File: config.mk
export PLATFORM = sky130hd
export DESIGN_NAME = activation_stage
export DESIGN_NICKNAME = d
export VERILOG_FILES = /design/src/rtl/activation_stage_pkg.sv /design/src/rtl/activation_stage_lane.sv /design/src/rtl/activation_stage.sv
export SDC_FILE = /design/constraint.sdc
export NUM_CORES = 1
export LEC_CHECK = 0
export CORE_MARGIN = 3
export CORE_UTILIZATION = 63
export CTS_CLUSTER_DIAMETER = 60
export DETAILED_ROUTE_END_ITERATION = 16
export PLACE_DENSITY = 0.88
export SLEW_MARGIN = 20
export SYNTH_ARGS = -nofsm -noshare
export SYNTH_HDL_FRONTEND = slang
export SYNTH_SLANG_ARGS = --single-unit
File: constraint.sdc
create_clock -name clk -period 12.4 [get_ports clk]
set_input_delay 3.72 -clock clk [delete_from_list [all_inputs] [get_ports clk]]
set_output_delay 3.72 -clock clk [all_outputs]
set_load 0.005 [all_outputs]
File: src/rtl/activation_stage_pkg.sv
// Shared constants, lookup tables and FSM encoding for the activation stage.
// Values are Q3.4 signed fixed point, one byte per lane.
package activation_stage_pkg;

  localparam int unsigned DATA_W      = 8;
  localparam int unsigned Q_INT_BITS  = 3;
  localparam int unsigned Q_FRAC_BITS = 4;
  localparam int unsigned MAG_W       = DATA_W - 1;
  localparam int unsigned SEG_W       = 3;
  localparam int unsigned FRAC_W      = Q_FRAC_BITS;
  localparam int unsigned N_SEG       = 8;

  localparam logic ACT_RELU = 1'b0;
  localparam logic ACT_TANH = 1'b1;

  localparam logic [DATA_W-1:0] MAG_SAT = 8'd127;

  // Piecewise-linear tanh: one segment per integer step of |x|.
  localparam logic [DATA_W-1:0] INTERCEPT [N_SEG] =
    '{8'd0, 8'd12, 8'd15, 8'd16, 8'd16, 8'd16, 8'd16, 8'd16};
  localparam logic [DATA_W-1:0] SLOPE [N_SEG] =
    '{8'd12, 8'd3, 8'd1, 8'd0, 8'd0, 8'd0, 8'd0, 8'd0};

  typedef enum logic [1:0] {
    ST_IDLE  = 2'd0,
    ST_BUSY  = 2'd1,
    ST_DRAIN = 2'd2,
    ST_DONE  = 2'd3
  } act_state_e;

  // Unsigned tanh magnitude for a saturated |x| split into segment and fraction.
  function automatic logic [DATA_W-1:0] tanh_mag(input logic [SEG_W-1:0]  seg,
                                                 input logic [FRAC_W-1:0] frac);
    logic [DATA_W-1:0] prod;
    prod     = DATA_W'(SLOPE[seg] * {4'd0, frac});
    tanh_mag = DATA_W'(INTERCEPT[seg] + (prod >> Q_FRAC_BITS));
  endfunction

endpackage

File: src/rtl/activation_stage_lane.sv
// One lane of the activation datapath: S1 decomposes |x|, S2 forms the result.
module activation_lane
  import activation_stage_pkg::*;
(
  input  logic              clk,
  input  logic              reset,
  input  logic              clear_i,
  input  logic              beat_i,
  input  logic              s1_valid_i,
  input  logic [DATA_W-1:0] x_i,
  input  logic              mask_i,
  input  logic              type_i,
  output logic [DATA_W-1:0] y_o
);

  logic              sign_q, sign_d;
  logic [MAG_W-1:0]  mag_q, mag_d;
  logic [SEG_W-1:0]  seg_q, seg_d;
  logic [FRAC_W-1:0] frac_q, frac_d;
  logic              mask_q, type_q;
  logic [DATA_W-1:0] y_q, y_d;
  logic [DATA_W-1:0] abs_c;
  logic [DATA_W-1:0] tanh_m_c;

  // S1 decode: saturate |x| so that -128 maps to 127.
  always_comb begin
    sign_d = x_i[DATA_W-1];
    abs_c  = sign_d ? DATA_W'(~x_i + 8'd1) : x_i;
    mag_d  = (abs_c > MAG_SAT) ? MAG_W'(MAG_SAT) : abs_c[MAG_W-1:0];
    seg_d  = mag_d[MAG_W-1 -: SEG_W];
    frac_d = mag_d[FRAC_W-1:0];
  end

  // S2 result select.
  always_comb begin
    y_d      = '0;
    tanh_m_c = tanh_mag(seg_q, frac_q);
    if (mask_q) begin
      if (type_q == ACT_RELU) begin
        y_d = sign_q ? '0 : {1'b0, mag_q};
      end else begin
        y_d = sign_q ? DATA_W'(~tanh_m_c + 8'd1) : tanh_m_c;
      end
    end
  end

  always_ff @(posedge clk) begin
    if (reset || clear_i) begin
      sign_q <= 1'b0;
      mag_q  <= '0;
      seg_q  <= '0;
      frac_q <= '0;
      mask_q <= 1'b0;
      type_q <= ACT_RELU;
      y_q    <= '0;
    end else begin
      if (beat_i) begin
        sign_q <= sign_d;
        mag_q  <= mag_d;
        seg_q  <= seg_d;
        frac_q <= frac_d;
        mask_q <= mask_i;
        type_q <= type_i;
      end
      if (s1_valid_i) begin
        y_q <= y_d;
      end
    end
  end

  assign y_o = y_q;

endmodule

File: src/rtl/activation_stage.sv
// Activation stage top: per-lane ReLU / tanh PWL with a 2-cycle pipe,
// combinational bypass when disabled, and a burst-completion FSM.
module activation_stage
  import activation_stage_pkg::*;
#(
  parameter int unsigned MAT_MUL_SIZE = 8,
  parameter int unsigned DWIDTH       = 8,
  parameter int unsigned MASK_WIDTH   = 8
) (
  input  logic                           clk,
  input  logic                           reset,
  input  logic                           enable_activation,
  input  logic                           activation_type,
  input  logic                           in_data_available,
  input  logic [MAT_MUL_SIZE*DWIDTH-1:0] inp_data,
  input  logic [MASK_WIDTH-1:0]          validity_mask,
  output logic [MAT_MUL_SIZE*DWIDTH-1:0] out_data,
  output logic                           out_data_available,
  output logic                           done_activation
);

  localparam int unsigned ROW_W = MAT_MUL_SIZE * DWIDTH;

  logic             clear_c;
  logic             beat_c;
  logic             s1_valid_q, s1_valid_d;
  logic             s2_valid_q, s2_valid_d;
  logic [ROW_W-1:0] pipe_row_c;
  act_state_e       state_q, state_d;

  assign clear_c = ~enable_activation;
  assign beat_c  = enable_activation & in_data_available;

  for (genvar k = 0; k < MAT_MUL_SIZE; k++) begin : g_lane
    activation_lane u_lane (
      .clk        (clk),
      .reset      (reset),
      .clear_i    (clear_c),
      .beat_i     (beat_c),
      .s1_valid_i (s1_valid_q),
      .x_i        (inp_data[k*DWIDTH +: DWIDTH]),
      .mask_i     (validity_mask[k]),
      .type_i     (activation_type),
      .y_o        (pipe_row_c[k*DWIDTH +: DWIDTH])
    );
  end

  // Valid pipe; a disabled stage flushes so a later enable starts empty.
  always_comb begin
    s1_valid_d = beat_c;
    s2_valid_d = s1_valid_q;
  end

  always_ff @(posedge clk) begin
    if (reset || clear_c) begin
      s1_valid_q <= 1'b0;
      s2_valid_q <= 1'b0;
    end else begin
      s1_valid_q <= s1_valid_d;
      s2_valid_q <= s2_valid_d;
    end
  end

  always_ff @(posedge clk) begin
    if (reset) begin
      state_q <= ST_IDLE;
    end else begin
      state_q <= state_d;
    end
  end

  // Burst tracking; done releases in the same cycle a new beat shows up.
  always_comb begin
    state_d         = state_q;
    done_activation = 1'b0;
    if (!enable_activation) begin
      state_d = ST_IDLE;
    end else begin
      unique case (state_q)
        ST_IDLE: begin
          if (in_data_available) state_d = ST_BUSY;
        end
        ST_BUSY: begin
          if (!in_data_available) state_d = ST_DRAIN;
        end
        ST_DRAIN: begin
          if (in_data_available) begin
            state_d = ST_BUSY;
          end else if (!s1_valid_q && !s2_valid_q) begin
            state_d = ST_DONE;
          end
        end
        ST_DONE: begin
          if (in_data_available) begin
            state_d = ST_BUSY;
          end else begin
            done_activation = 1'b1;
          end
        end
        default: state_d = ST_IDLE;
      endcase
    end
  end

  // Bypass muxes.
  assign out_data           = enable_activation ? pipe_row_c : inp_data;
  assign out_data_available = enable_activation ? s2_valid_q : in_data_available;

endmodule

; ---- Yosys cells after proc, flatten, opt, wreduce, memory -nomap -nowiden
; Memory sizes are Yosys's and may differ from the RTL's.
; Cells that the tools add are included.
[totals]
register_bits = 197
latch_bits = 0
ramBits = 0
mem_bits_ro = 1024
inputBits = 77
out_inout_bits = 66
n_memories = 16
[memory_table]
columns = memory, words, word_bits, rd, rd_clocked_by_memory_dff, wr, line_no
row1 = (name not given), 8, 8, 1, 0, 0, activation_stage_pkg.sv:35  ; prod = DATA_W'(SLOPE[seg] * {4'd0, frac});
row2 = (name not given), 8, 8, 1, 0, 0, activation_stage_pkg.sv:36  ; tanh_mag = DATA_W'(INTERCEPT[seg] + (prod >> Q_FRAC_BITS));
row3 = (name not given), 8, 8, 1, 0, 0, activation_stage_pkg.sv:35
row4 = (name not given), 8, 8, 1, 0, 0, activation_stage_pkg.sv:36
row5 = (name not given), 8, 8, 1, 0, 0, activation_stage_pkg.sv:35
row6 = (name not given), 8, 8, 1, 0, 0, activation_stage_pkg.sv:35
row7 = 10 more memories, -, -, -, -, -, -
[op_classes]
add_sub_neg = 24
mul = 8
div_mod_pow = 0
n_lt_le_gt_ge = 16
eq_ne = 6
shifts = 0
muxes = 90
n_bitwise = 26
reduce_logical = 8
[op_table]
columns = cell, n
row1 = $mux W8, 64
row2 = $add A8 B1 Y8 const B, 16
row3 = $not A8 Y8, 16
row4 = $mux W7, 16
row5 = $add A8 B4 Y8, 8
row6 = $gt A8 B7 Y1 const B, 8
row7 = $mul A8 B4 Y8, 8
row8 = $mux W64, 1
row9 = $ge A4 B4 Y1 const B, 8
row10 = $not A3 Y4, 8
row11 = $mux W2, 4
row12 = $pmux W2 S3, 1
row13 = $eq A2 B2 Y1 const B, 2
row14 = $mux W1, 4
row15 = $reduce_or A2 Y1, 2
row16 = $ne A3 B3 Y1 const B, 1
row17 = $reduce_and A3 Y1, 1
row18 = $eq A2 B1 Y1 const B, 1
row19 = $logic_not A1 Y1, 2
row20 = $logic_not A2 Y1, 1
row21 = $ne A2 B1 Y1 const B, 1
row22 = $ne A2 B2 Y1 const B, 1
row23 = $and A1 B1 Y1, 1
row24 = $logic_and A1 B1 Y1, 1
row25 = other kinds (2), 2

; ---- Longest topological paths before layout
[depth]
depth_word = 11
ltp_mapped = 22
depth_no_buf = 22

; ---- Modules after synthesis
; Synthesis repeated with hierarchy kept, for this count alone.
[unflattened]
cells_unflattened = 1707
area_unflattened_um2 = 13609.3
[by_module_without_submodules]
columns = mod, instances, cells_each, area_each_um2, seq_area_each_um2
row1 = activation_lane at g_lane[0].u_lane ..., 7, 201, 1572.8, 360.3
row2 = activation_lane at g_lane[7].u_lane, 1, 200, 1574.0, 360.3
row3 = activation_stage, 1, 100, 1026.0, 80.1

; ---- Least setup slack after synthesis
; No wires, ideal clock.
[synth_path]
kind = input -> output
startpoint = input port enable_activation
endpoint = output port out_data[10]
arrival_time_ns = 4.716
t_required_ns = 8.680
setup_slack_ns = 3.964
path_stages = 3
n_path_buf = 2
path_cell_list = clkbuf_1 clkbuf_1 mux2_2
[synth_between]
elab_chain_cells = 1
[synth_rtl]
columns = item, line_no
row1 = "start, declared", activation_stage.sv:12  ; input logic enable_activation,
row2 = $mux W64, activation_stage.sv:106  ; assign out_data = enable_activation ? pipe_row_c : inp_data;
row3 = "end, declared", activation_stage.sv:17  ; output logic [MAT_MUL_SIZE*DWIDTH-1:0] out_data,
; No other way between the ends.

; ---- Worst setup path in the final report
[layout_path]
startpoint = input port enable_activation
endpoint = output port out_data[53]
; Same word-level chain as after synthesis.

==> key figures <==
Clock tree
  • Num CTS Buffers: 17
  • Worst-Skew Late Latency: 430 ps
  • Clock slew at reported path FFs: 60 ps
  • Post-CTS sizing: 0
  • CTS max path bufs: 2
  • Cts hold-fix bufs: 0
  • TritonCTS clock tree: yes
  • Htree depth: 4
  • # clock sinks: 141
  • Post-CTS setup buffer count: 0
  • Root buf cell: clkbuf_16

Worst setup path
  • R2R cell count: 19
  • R2r setup slk: 6940 ps
  • R2R Path End: g_lane[6].u_lane.y_o[5]$_SDFFE_PP0P_
  • Crit path largest cell delay: 730 ps
  • Setup crit start kind: input port
  • Worst path cell trace: buf_4, mux2_2, clkdlybuf4s50_1
  • Setup crit end kind: output port
  • Slowest-stage cell, CP: buf_4
  • WP data required: 8680 ps
  • WS Path Type: input port to output port
  • Critical path fanouts, max: 85
  • Critical path data arrival time: ~5400 ps
  • Worst R2R Start: g_lane[6].u_lane.seg_q[1]$_SDFFE_PP0P_

Timing
  • Min Tclk post-route: 9090 ps
  • Setup TNS: 0 ps
  • Fin crit share: 73.3%
  • Setup Viol. Count Final: 0
  • Worst rel slew slack: roughly 22%
  • Worst slew pin tran: around 1200 ps
  • Skew final: 6.13 ps
  • Setup slack after layout: 3310 ps
  • RSZ-0062 raised after global routing: no
  • Final hold vios: 0
  • Slew Limit Fails: 0
  • Worst Hold Margin: 460 ps
  • Max Fclk: 110 MHz

Die
  • Die height: 150 um
  • Die width: 150 um
  • Starting density of the core: between 60% and 70%
  • FP Rows: 52
  • I/O Pins: approximately 140
  • Core Area: 20400 um2
  • Die footprint: 22600 um2

Power and ir drop
  • Power per Cell Area: ~87 nW/um2
  • LEAKAGE: 6.77 nW
  • Total power: 1.32 mW
  • VDD IR max: 0.0000760 V

Route
  • DRT Wirelength: 34.2 mm
  • ANT nets after route: 0
  • Routed len/inst: 16.6 um
  • Router iterations before antenna repair: 8
  • Drt drc: 0
  • Vias after detailed routing: 12437
  • Routed vias/inst: 6.04
  • DRT iter0 DRCs: 950

Logic synthesis
  • Yosys top cell by area: dfxtp_1
  • Syn Inst Count: around 1700
  • Synth top area cells: dfxtp_1 (21%), ha_1 (16%), a21oi_1 (6.3%), nand2_1 (5.5%), fa_1 (4.9%)
  • Synth cell count leaders: nand2_1 (191), a21oi_1 (165), ha_1 (163)
  • FF+latch count, synth: ~140
  • Asr flop ratio synth: 0%
  • Sequential fraction of the synthesis area: a little over a fifth
  • Net Count, Synth: a little under 2000
  • Synth warnings: 0
  • Dominant synthesized flop cell: dfxtp_1
  • Most numerous cell in the Yosys netlist: nand2_1
  • Synth Cell Area: 13200 um2
  • Post-synth EDFFs: 0
  • Synth unique cells: 52
  • Synth top area share: 21.5%
  • Syn avg cell area: 7.83 um2

Finish
  • Diodes inserted: 0
  • Post-Layout Cell Count: about 2100
  • Fin util: approximately three quarters
  • Layout area overhead: 16.0%
  • Share of cells above drive strength 1: 6.32%
  • Final instance area: 15300 um2
  • Nets: 2047
  • Fillcell total: 1520

Placement
  • HPWL after DPL: ~25 mm
  • Placed Area: 14700 um2
  • Port Buf Inserts: 142
  • # placed instances: 2026
  • Final GP Congestion: just under 0.9
  • Setup WS pre-CTS: 3310 ps

Global route
  • Initial antenna violation count: 0
  • Vias in the first global route: around 12000
  • Largest net degree at the start of global routing: 86
  • GRT Total Usage: 30.4%
  • Total grt overflow: 0
  • First-pass GRT wire length: 56.7 mm

Worst hold path
  • Min-Delay Path Class: register to register
  • WHS Endpoint: g_lane[0].u_lane.y_o[7]$_SDFFE_PP0P_
  • Hold Path Origin: g_lane[0].u_lane.y_o[7]$_SDFFE_PP0P_
  • Hold path depth: 2

Run status
  • Status: complete, no violations

Flow run
  • Maxcap violations: 0
[area by class of cell]
cell class                      count  area [um2]  area share [%]
Tap cell                          270         338            2.21
Inverter                          148         556            3.64
Sequential cell                   141        2820            18.5
Timing Repair Buffer              149        1470            9.61
Clock buffer                       20         437            2.86
Multi-Input combinational cell   1318        9500            62.3
Clock inverter                     12         138           0.902
[per-layer routing]
metal | GRT usage (%) | part of all wire (%) | up-vias
met5 | 0 | 0 | -
met4 | 10.2 | 2.3 | 0
met3 | 3.94 | 6.2 | 81
met2 | 52.7 | 49 | 514
met1 | 39.0 | 43 | 5842
li1 | - | - | 6000
[power breakdown]
| group | internal, mW | switching, mW |
|---|---|---|
| logic | 0.148 | 0.184 |
| clock network | 0.298 | 0.212 |
| registers | 0.464 | 0.0183 |
[registers in the layout, indices dropped and copies added, names as in the netlist]
signal and count:
g_lane.u_lane.mask_q 8, g_lane.u_lane.mag_q 8, g_lane.u_lane.seg_q 24, g_lane.u_lane.type_q 1
g_lane.u_lane.sign_q 8, s2_valid_q 1, g_lane.u_lane.y_o 64, g_lane.u_lane.frac_q 24
state_q 2, s1_valid_q 1
[cell usage in the layout, fill, tap and decap left out, types with 5 or more instances in the layout]
| cell | count |
|---|---|
| nor2b_1 | 48 |
| inv_2 | 11 |
| and4_1 | 8 |
| a21oi_1 | 165 |
| o22ai_1 | 16 |
| nand2b_1 | 29 |
| a31oi_1 | 29 |
| a2111oi_0 | 5 |
| a211oi_1 | 9 |
| nand3_1 | 22 |
| xor2_1 | 51 |
| a21o_1 | 8 |
| nor2_1 | 116 |
| clkdlybuf4s50_1 | 140 |
| fa_1 | 32 |
| o211ai_1 | 5 |
| and2_1 | 31 |
| o31ai_1 | 18 |
| clkbuf_16 | 17 |
| a22oi_1 | 19 |
| ha_1 | 163 |
| xnor2_1 | 56 |
| o21ai_1 | 19 |
| o221ai_1 | 8 |
| mux2i_1 | 47 |
| nand2_1 | 191 |
| buf_4 | 8 |
| nor3_1 | 8 |
| mux2_2 | 53 |
| dfxtp_1 | 140 |
| inv_1 | 136 |
| o2111ai_1 | 5 |
| o21ai_0 | 105 |
| a21boi_0 | 8 |
[critical path: cells and delay by family]
family	cells	cell delay [ps]
buffers and inverters	2	1190
multiplexers	1	420
[worst max-delay path by stage]
stage	depth (start not counted)	from	end	slack, ps
final	3	enable_activation	out_data[53]	3310
after global routing	3	enable_activation	out_data[13]	3230
after CTS	3	enable_activation	out_data[53]	3310
after detailed placement	3	enable_activation	out_data[53]	3310
after global placement	3	enable_activation	out_data[3]	3390
after floorplan	3	enable_activation	out_data[10]	3960
[cells by family after synthesis]
logic type	synth area share (%)
mux	8.11
compound gates	19.3
xor+xnor	7.13
fa+ha+maj	20.4
flops	21.5
simple gates	17.3
buf+inv	6.37
Power figures use the tool's default switching activity.
